==> src/rtl/display7_window_scroller.sv <==
// Seven-segment window scroller: shows NUM_DIGITS hex nibbles of a wide debug value
// starting at a wrapping nibble offset, with manual, auto-scroll, hold and blink modes.
module display7_window_scroller #(
    parameter int DATA_W     = 64,
    parameter int NUM_DIGITS = 6,
    parameter int SCROLL_DIV = 25_000_000,
    parameter int BLINK_DIV  = 12_500_000,
    localparam int NIBBLES   = DATA_W / 4,
    localparam int SEL_W     = (NIBBLES > 1) ? $clog2(NIBBLES) : 1,
    localparam int SC_W      = $clog2(SCROLL_DIV),
    localparam int BL_W      = $clog2(BLINK_DIV)
) (
    input  logic                    iCLK,
    input  logic                    iRST,
    input  logic [DATA_W-1:0]       iOutput,
    input  logic [SEL_W-1:0]        iSelect,
    input  logic [1:0]              iMode,
    output logic [7*NUM_DIGITS-1:0] oHEX,
    output logic [SEL_W-1:0]        oWindow,
    output logic                    oStep
);

    typedef enum logic [1:0] {
        MODE_MANUAL = 2'b00,
        MODE_SCROLL = 2'b01,
        MODE_HOLD   = 2'b10,
        MODE_BLINK  = 2'b11
    } mode_e;

    mode_e                   mode_q, mode_d;
    logic [DATA_W-1:0]       data_q, data_d;
    logic [SEL_W-1:0]        offset_q, offset_d;
    logic [SC_W-1:0]         scroll_cnt_q, scroll_cnt_d;
    logic [BL_W-1:0]         blink_cnt_q, blink_cnt_d;
    logic                    blank_q, blank_d;
    logic                    step_q, step_d;
    logic [7*NUM_DIGITS-1:0] hex_q, hex_d;

    logic                    mode_chg;
    logic [SEL_W-1:0]        sel_wrapped;
    logic [SEL_W-1:0]        offset_inc;
    logic [7*NUM_DIGITS+6:0] hex_acc;
    logic [3:0]              nib;
    int                      idx;

    function automatic logic [6:0] seg7(input logic [3:0] v);
        logic [6:0] s;
        case (v)
            4'h0: s = 7'b1000000;
            4'h1: s = 7'b1111001;
            4'h2: s = 7'b0100100;
            4'h3: s = 7'b0110000;
            4'h4: s = 7'b0011001;
            4'h5: s = 7'b0010010;
            4'h6: s = 7'b0000010;
            4'h7: s = 7'b1111000;
            4'h8: s = 7'b0000000;
            4'h9: s = 7'b0010000;
            4'hA: s = 7'b0001000;
            4'hB: s = 7'b0000011;
            4'hC: s = 7'b1000110;
            4'hD: s = 7'b0100001;
            4'hE: s = 7'b0000110;
            default: s = 7'b0001110;
        endcase
        return s;
    endfunction

    always_comb begin
        mode_chg     = (iMode != mode_q);
        mode_d       = mode_e'(iMode);
        data_d       = iOutput;
        offset_d     = offset_q;
        scroll_cnt_d = '0;
        blink_cnt_d  = '0;
        blank_d      = 1'b0;
        step_d       = 1'b0;

        // Select values past the last nibble (non power-of-two widths) fold back once.
        sel_wrapped = ({1'b0, iSelect} >= (SEL_W+1)'(NIBBLES)) ? iSelect - SEL_W'(NIBBLES) : iSelect;
        offset_inc  = (offset_q == SEL_W'(NIBBLES-1)) ? '0 : offset_q + SEL_W'(1);

        case (mode_d)
            MODE_MANUAL: offset_d = sel_wrapped;
            MODE_SCROLL: begin
                if (!mode_chg) begin
                    if (scroll_cnt_q == SC_W'(SCROLL_DIV-1)) begin
                        offset_d = offset_inc;
                        step_d   = 1'b1;
                    end else begin
                        scroll_cnt_d = scroll_cnt_q + SC_W'(1);
                    end
                end
            end
            MODE_HOLD:   data_d = data_q;
            default: begin
                offset_d = sel_wrapped;
                if (!mode_chg) begin
                    if (blink_cnt_q == BL_W'(BLINK_DIV-1)) begin
                        blank_d = ~blank_q;
                    end else begin
                        blink_cnt_d = blink_cnt_q + BL_W'(1);
                        blank_d     = blank_q;
                    end
                end
            end
        endcase

        // Digits are shifted in from the top so digit 0 ends up in the lowest slot.
        hex_acc = '1;
        for (int k = 0; k < NUM_DIGITS; k++) begin
            idx = int'(offset_q) + k;
            if (idx >= NIBBLES) idx = idx - NIBBLES;
            nib     = 4'(data_q >> (4 * idx));
            hex_acc = {(blank_q ? 7'h7f : seg7(nib)), hex_acc[7*NUM_DIGITS+6:7]};
        end
        hex_d = hex_acc[7*NUM_DIGITS+6:7];
    end

    always_ff @(posedge iCLK) begin
        if (iRST) begin
            mode_q       <= MODE_MANUAL;
            data_q       <= '0;
            offset_q     <= '0;
            scroll_cnt_q <= '0;
            blink_cnt_q  <= '0;
            blank_q      <= 1'b0;
            step_q       <= 1'b0;
            hex_q        <= '1;
        end else begin
            mode_q       <= mode_d;
            data_q       <= data_d;
            offset_q     <= offset_d;
            scroll_cnt_q <= scroll_cnt_d;
            blink_cnt_q  <= blink_cnt_d;
            blank_q      <= blank_d;
            step_q       <= step_d;
            hex_q        <= hex_d;
        end
    end

    assign oHEX    = hex_q;
    assign oWindow = offset_q;
    assign oStep   = step_q;

endmodule
==> config.mk <==
export PLATFORM = sky130hd
export DESIGN_NAME = display7_window_scroller
export DESIGN_NICKNAME = d
export VERILOG_FILES = /design/src/rtl/display7_window_scroller.sv
export SDC_FILE = /design/constraint.sdc
export NUM_CORES = 1
export LEC_CHECK = 0
export ABC_AREA = 1
export CAP_MARGIN = 0
export CORE_MARGIN = 2
export CORE_UTILIZATION = 45
export CTS_CLUSTER_DIAMETER = 50
export DETAILED_ROUTE_END_ITERATION = 12
export PLACE_DENSITY = 0.74
export SLEW_MARGIN = 5
export SYNTH_ARGS = -nofsm -noshare
export SYNTH_HDL_FRONTEND = slang
export SYNTH_SLANG_ARGS = --single-unit
==> constraint.sdc <==
create_clock -name iCLK -period 3.4 [get_ports iCLK]
set_clock_uncertainty 0.1 [all_clocks]
set_input_delay 0.34 -clock iCLK [delete_from_list [all_inputs] [get_ports iCLK]]
set_output_delay 0.34 -clock iCLK [all_outputs]
set_load 0.1 [all_outputs]
==> results.md, run 1 <==
| Metric | This run | Unit |
|---|---|---|
| Share of synthesized area occupied by flip-flops and latches | 0.318 | - |
| Minimum setup slack after placement | 460 | ps |
| Floorplan die area | 24,000 | µm² |
| Half-perimeter wire length after detailed placement | 23,300 | µm |
| Count of endpoints failing setup in the final report | 0 | - |
| Pwr Density | 622 | nW/µm² |
| Post-Synthesis Cell Area | 10,300 | µm² |
| Fraction of layout instances using a drive strength above 1 | 0.0678 | - |
| Distinct cell type count of the synthesized netlist | 43 | - |
| Maximum buffer depth of the clock tree | 2 | - |
| Total number of yosys warnings | 0 | - |
| CTS buffer count | 17 | - |
| Final layout net count | 1,815 | - |
| Final routed wire length divided by cell count | 15.3 | µm |
| Placeable core region | 22,500 | µm² |
| Number of buffer cells added on primary ports | 118 | - |
| Remaining design rule violation count | 0 | - |
| Clock latency of the later-clocked register in the worst-skew pair | 440 | ps |
| Register bit total from synthesis | 163 | - |
| Number of enable flip-flop cells after synthesis | 0 | - |
| Critical hold path startpoint | scroll_cnt_q[0] | - |
| Starting utilization of the core area | 0.456 | - |
| Fin crit share | 0.894 | - |
| Cell leakage power | 5.34 | nW |
| Remaining Overflow, GRT | 0 | - |
| Hold path endpoint | scroll_cnt_q[0] | - |
| Gate count after technology mapping | 1,612 | - |
| Library cell used as clock root buffer | sky130_fd_sc_hd__clkbuf_16 | - |
| Crit Path Class | flip-flop to flip-flop | - |
| Count of pins over their slew limit | 0 | - |
| Overall die height | 155 | µm |
| FF-to-FF path depth | 13 | - |
| Hold Crit Depth | 1 | - |
| Nature of the critical path endpoint | flip-flop | - |
| Top achievable clock speed | 329 | MHz |
| Design Power | 7.58 | mW |
| Cell area after layout | 12,200 | µm² |
| Minimum clock period | 3040 | ps |
| Post-route worst setup slack | 362 | ps |
| Slack of the worst reg-to-reg path | 360 | ps |
| Average vias per placed instance | 5.37 | - |
| RSZ-0062 raised after global routing | no | - |
| Startpoint type of the worst setup path | flip-flop | - |
| Layout fillers | 2,263 | - |
| Pre-antenna DRT Iters | 6 | - |
| Dominant synthesized flop cell | sky130_fd_sc_hd__dfxtp_1 | - |
| Leading cell types in the layout, fill and taps excluded | sky130_fd_sc_hd__nand2_1 (473), sky130_fd_sc_hd__nand3_1 (256), sky130_fd_sc_hd__nor2_1 (209) | - |
| Post-Route Setup TNS | 0 | ps |
| Top-Level Pins | 119 | - |
| Mean instance size in the synthesized netlist | 6.37 | µm² |
| Placer's final routability congestion estimate | 1.02 | - |
| Inserted Diodes | 0 | - |
| Final ANT Viol Nets | 0 | - |
| Launch point of the worst path | oWindow[1] | - |
| Worst reg2reg path startpoint | oWindow[1] | - |
| Synthesized netlist net count | 1,729 | - |
| Routed Wire Length | 30,500 | µm |
| CTS H-Tree Depth | 4 | - |
| Via count of the first global-routing pass | 9,627 | - |
| Arrival time reported for the critical path endpoint | 3270 | ps |
| Max-cap viol count | 0 | - |
| Peak VDD IR | 334 | µV |
| Layout area overhead | 18.7 | % |
| Post-placement cell area | 11,600 | µm² |
| Share of async-settable or async-resettable flops after synthesis | 0 | - |
| Total via count after detailed routing | 10,700 | - |
| Data required time of the worst path | 3630 | ps |
| Post-CTS repair timing setup buffer count | 0 | - |
| Clock edge transition at the registers on the reported setup and hold paths | 80 | ps |
| Worst slew margin relative to its limit | 0.346 | - |
| Total number of placement rows | 55 | - |
| Hold violation total from the final report | 0 | - |
| Initial antenna violation count | 0 | - |
| Die Span X | 155 | µm |
| Maximum number of pins on one net before global-route repair | 83 | - |
| Global-route wire length before repair | 48,900 | µm |
| Most common cell after layout, fill and taps aside | sky130_fd_sc_hd__nand2_1 | - |
| TritonCTS clock tree | done | - |
| Count of hold buffers inserted by post-cts repair | 0 | - |
| Maximum fanout count along the critical path | 39 | - |
| Status | complete, no violations | - |
| Number of sinks handled by clock tree synthesis | 163 | - |
| Total Routing Usage GR | 0.254 | - |
| Type of the most critical hold path | flip-flop to flip-flop | - |
| Tightest Pin Transition | 978 | ps |
| Count of instances resized after the clock tree is built | 0 | - |
| Core occupancy in the finished layout | 0.542 | - |
| DRT iter0 DRCs | 1,076 | - |
| Endpoint of the worst-slack reg-to-reg timing path | oHEX[15] | - |
[critical path: stages, from the launching register on]
cell and delay (ps):
sky130_fd_sc_hd__dfxtp_2 330, sky130_fd_sc_hd__buf_4 390, sky130_fd_sc_hd__ha_1 290, sky130_fd_sc_hd__nor2_1 70
sky130_fd_sc_hd__nor2_2 420, sky130_fd_sc_hd__o21ai_0 280, sky130_fd_sc_hd__nand2_1 270, sky130_fd_sc_hd__inv_1 130
sky130_fd_sc_hd__ha_1 300, sky130_fd_sc_hd__inv_1 40, sky130_fd_sc_hd__nand2_1 80, sky130_fd_sc_hd__nor2_1 50
sky130_fd_sc_hd__nor2_1 90, sky130_fd_sc_hd__nand2_1 90
[stage by stage]
step                      std cells  hold WS (ps)
after global routing           1996           407
final                          1996           381
after floorplan                1612           330
after global placement         1964           344
after CTS                      1996           387
after detailed placement       1964           372
[per-layer routing]
| layer | GRT usage | share of wire | up-vias |
|---|---|---|---|
| li1 | - | - | 5443 |
| met1 | 0.356 | 0.46 | 4849 |
| met2 | 0.399 | 0.44 | 391 |
| met3 | 0.0485 | 0.081 | 38 |
| met4 | 0.0692 | 0.018 | 0 |
| met5 | 0 | 0 | - |
[cells in the mapped netlist (10+ instances only)]
master,count,area share
sky130_fd_sc_hd__a21oi_1,46,0.022
sky130_fd_sc_hd__buf_2,19,0.0093
sky130_fd_sc_hd__clkbuf_1,31,0.011
sky130_fd_sc_hd__dfxtp_1,163,0.32
sky130_fd_sc_hd__ha_1,45,0.055
sky130_fd_sc_hd__inv_1,98,0.036
sky130_fd_sc_hd__inv_2,13,0.0048
sky130_fd_sc_hd__nand2_1,473,0.17
sky130_fd_sc_hd__nand3_1,256,0.12
sky130_fd_sc_hd__nand3_2,12,0.012
sky130_fd_sc_hd__nand4_1,27,0.016
sky130_fd_sc_hd__nor2_1,210,0.077
sky130_fd_sc_hd__nor3_1,18,0.0088
sky130_fd_sc_hd__nor4_1,10,0.0061
sky130_fd_sc_hd__o21ai_0,94,0.046
sky130_fd_sc_hd__o21ai_1,10,0.0049
[worst max path at each step]
| stage | endpoint | slack [ps] |
|---|---|---|
| after floorplan | oHEX[38] | 150 |
| after CTS | oHEX[10] | 430 |
| final | oHEX[15] | 360 |
| after detailed placement | oHEX[10] | 460 |
| after global placement | oHEX[15] | 500 |
| after global routing | oHEX[10] | 150 |
[cell families after synthesis]
| kind of cell | after synthesis | share of synthesized area |
|---|---|---|
| AOI/OAI and AO/OA | 166 | 0.0871 |
| xor gates and xnor gates | 16 | 0.0180 |
| adders and majority gates | 45 | 0.0548 |
| buffers and inverters | 182 | 0.0783 |
| DFF | 163 | 0.318 |
| and+or+nand+nor | 1040 | 0.444 |
[layout make-up]
class                           instances  area, µm²  share of cell area
Timing Repair Buffer                  133       1310               0.107
Multi-Input combinational cell       1267       6210               0.509
Clock inverter                         15        185              0.0152
Inverter                              116        443              0.0363
Tap cell                              285        357              0.0293
Clock buffer                           17        425              0.0349
Sequential cell                       163       3270               0.268
[report_power, final]
part           internal (mW)  total [mW]  switching [mW]
Clock                   1.00        1.97           0.968
Combinational          0.902        3.39            2.49
Sequential              2.12        2.22           0.100
[flip-flops by register name, summed over array words and instances, names as in the netlist]
register,cells
oStep,1
oHEX,42
blink_cnt_q,24
blank_q,1
mode_q,2
scroll_cnt_q,25
data_q,64
oWindow,4
No activity file was read; power rests on OpenSTA's default activity.
==> run 2: changes to the inputs <==
==> constraint.sdc (replaced) <==
create_clock -name iCLK -period 3.4 [get_ports iCLK]
set_clock_uncertainty 0.1 [all_clocks]
set_input_delay 0.85 -clock iCLK [delete_from_list [all_inputs] [get_ports iCLK]]
set_output_delay 0.85 -clock iCLK [all_outputs]
set_load 0.1 [all_outputs]
==> run 2 against run 1 <==
Sequential cell count unchanged. Design area decreased by 0.44%. Non-clock buffer count increased by 6. Critical path depth increased by 1. Total power decreased by 0.34%. Critical path type unchanged. Register-to-register slack improved by 190 ps. Critical endpoint is now oHEX[10]. Via count increased by 1.2%. Cell count increased by 0.30%.
==> results.md, run 2 (synthesized netlist as in run 1, its figures left out) <==
| Metric | This run | Unit | Change |
|---|---|---|---|
| Most common cell after layout, fill and taps aside | sky130_fd_sc_hd__nand2_1 | - |  |
| Leading cell types in the layout, fill and taps excluded | sky130_fd_sc_hd__nand2_1 (473), sky130_fd_sc_hd__nand3_1 (256), sky130_fd_sc_hd__nor2_1 (209) | - |  |
| Pre-antenna DRT Iters | 10 | - | +4 |
| Remaining design rule violation count | 0 | - | unchanged |
| Maximum number of pins on one net before global-route repair | 61 | - | -27% |
| Count of instances resized after the clock tree is built | 0 | - | unchanged |
| Floorplan die area | 24,000 | µm² | unchanged |
| GR met1 Demand/Resource | 0.337 | - | -0.0184 |
| Register bank with the most flops | data_q | - |  |
| Minimum clock period | 2850 | ps | -188 ps |
| Worst slew margin relative to its limit | 0.524 | - | +0.178 |
| Starting utilization of the core area | 0.456 | - | unchanged |
| Count of endpoints failing setup in the final report | 0 | - | unchanged |
| Placer's final routability congestion estimate | 1.02 | - | about the same |
| Cell with the biggest individual delay on the critical path | sky130_fd_sc_hd__dfxtp_2 | - |  |
| Top-Level Pins | 119 | - | unchanged |
| Final layout net count | 1,821 | - | +0.33% |
| Data required time of the worst path | 3630 | ps | about the same |
| Fraction of layout instances using a drive strength above 1 | 0.0961 | - | +0.0283 |
| Area of the multi-input gates | 6210 | µm² | unchanged |
| DRT iter0 DRCs | 1,018 | - | -5.4% |
| CTS buffer count | 17 | - | unchanged |
| Half-perimeter wire length after detailed placement | 23,000 | µm | -1.2% |
| Type of the most critical hold path | flip-flop to flip-flop | - |  |
| Design Power | 7.56 | mW | -0.34% |
| Overall die height | 155 | µm | unchanged |
| Inserted Diodes | 0 | - | unchanged |
| Routed Wire Length | 30,000 | µm | -1.6% |
| Most frequent cell on the critical path | sky130_fd_sc_hd__nand3_1 | - |  |
| Launch point of the worst path | oWindow[1] | - |  |
| Peak VDD IR | 328 | µV | -1.8% |
| Total via count after detailed routing | 10,900 | - | +1.2% |
| CTS H-Tree Depth | 4 | - | unchanged |
| Tightest Pin Transition | 709 | ps | -270 ps |
| Final std cells w/o fill | 2,002 | - | +0.30% |
| Global-route wire length before repair | 48,600 | µm | -0.69% |
| Storage cell area | 3270 | µm² | unchanged |
| Startpoint type of the worst setup path | flip-flop | - |  |
| Number of flip-flops under the largest register name | 64 | - | unchanged |
| TritonCTS clock tree | done | - |  |
| Met2 track demand over resource | 0.391 | - | -0.00804 |
| Top achievable clock speed | 351 | MHz | +6.6% |
| Maximum buffer depth of the clock tree | 2 | - | unchanged |
| Arrival time reported for the critical path endpoint | 3080 | ps | -190 ps |
| Die Span X | 155 | µm | unchanged |
| Count of hold buffers inserted by post-cts repair | 0 | - | unchanged |
| Final ANT Viol Nets | 0 | - | unchanged |
| Number of placed instances with taps included | 1,970 | - | +0.31% |
| RSZ-0062 raised after global routing | no | - |  |
| Met3 usage | 0.0641 | - | +0.0156 |
| Crit Path Class | flip-flop to flip-flop | - |  |
| Cell leakage power | 5.40 | nW | +1.2% |
| Final routed wire length divided by cell count | 15.0 | µm | -1.9% |
| Layout area overhead | 18.2 | % |  |
| Post-placement cell area | 11,500 | µm² | -0.54% |
| Critical hold path startpoint | scroll_cnt_q[0] | - |  |
| Number of sinks handled by clock tree synthesis | 163 | - | unchanged |
| Via count of the first global-routing pass | 9,787 | - | +1.7% |
| Maximum fanout count along the critical path | 32 | - | -18% |
| Placeable core region | 22,500 | µm² | unchanged |
| Library cell used as clock root buffer | sky130_fd_sc_hd__clkbuf_16 | - |  |
| Max-cap viol count | 0 | - | unchanged |
| Post-Route Setup TNS | 0 | ps | unchanged |
| Clock latency of the later-clocked register in the worst-skew pair | 450 | ps | about the same |
| Count of pins over their slew limit | 0 | - | unchanged |
| Average vias per placed instance | 5.42 | - | +0.94% |
| Layout fillers | 2,238 | - | -1.1% |
| Cell chain of the critical path | inv_2, ha_1, inv_2, nand3_1, nand3_1, nand3_1, nand2_1, nor2_1, inv_1, ha_1, nand4_1, nand3_1, nand2_1, nand2_1 | - |  |
| Hold violation total from the final report | 0 | - | unchanged |
| Cell area after layout | 12,100 | µm² | -0.44% |
| Top Usage Layer GRT | met2 | - |  |
| Initial antenna violation count | 0 | - | unchanged |
| Nature of the critical path endpoint | flip-flop | - |  |
| Fin crit share | 0.838 | - | -0.0554 |
| Post-CTS repair timing setup buffer count | 0 | - | unchanged |
| Total number of placement rows | 55 | - | unchanged |
| Worst reg2reg path startpoint | oWindow[1] | - |  |
| Remaining Overflow, GRT | 0 | - | unchanged |
| Pwr Density | 623 | nW/µm² | +0.10% |
| Number of buffer cells added on primary ports | 118 | - | unchanged |
| Status | complete, no violations | - |  |
| Clock edge transition at the registers on the reported setup and hold paths | 80 | ps | about the same |
| Slowest Stage Delay on Critical Path | 440 | ps | +20 ps |
| Total Routing Usage GR | 0.250 | - | -0.00335 |
## run 2: through the flow
stage	hold slack, ps	utilization	setup WS [ps]
after floorplan	330	-	146
after global placement	348	0.512	510
after detailed placement	355	0.512	409
after CTS	375	0.539	624
after global routing	388	0.539	324
final	368	0.539	550
## run 2: cell type report
cell class | count | share of cell area
flip-flops and latches | 163 | 0.269
multi-input cells | 1267 | 0.511
inverters | 116 | 0.0365
clock buffers | 18 | 0.0362
well taps | 285 | 0.0294
clock inverters | 14 | 0.0148
repair buffers | 139 | 0.103
## run 2: layer usage
| layer | vias up | part of all wire |
|---|---|---|
| met5 | - | 0 |
| met4 | 0 | 0.026 |
| met3 | 63 | 0.092 |
| met2 | 470 | 0.44 |
| met1 | 4870 | 0.45 |
| li1 | 5451 | - |
## run 2: worst max-delay path: cells and delay by family (launching register included)
family | cells | cell delay (ps)
adders and majority gates | 2 | 570
buffers and inverters | 3 | 620
DFF | 1 | 440
and+or+nand+nor | 9 | 990
## run 2: path summary, 6_finish.rpt
check             slack (ps)  depth (start not counted)              end
setup / recovery         550                         14         oHEX[10]
setup reg to reg         550                         14         oHEX[10]
hold reg to reg          370                          1  scroll_cnt_q[0]
hold / removal           370                          1  scroll_cnt_q[0]
## run 2: report_power, final
part           total (mW)  switching, mW  internal [mW]
registers            2.23          0.109           2.12
clock network        1.98          0.953           1.02
logic                3.35           2.49          0.862
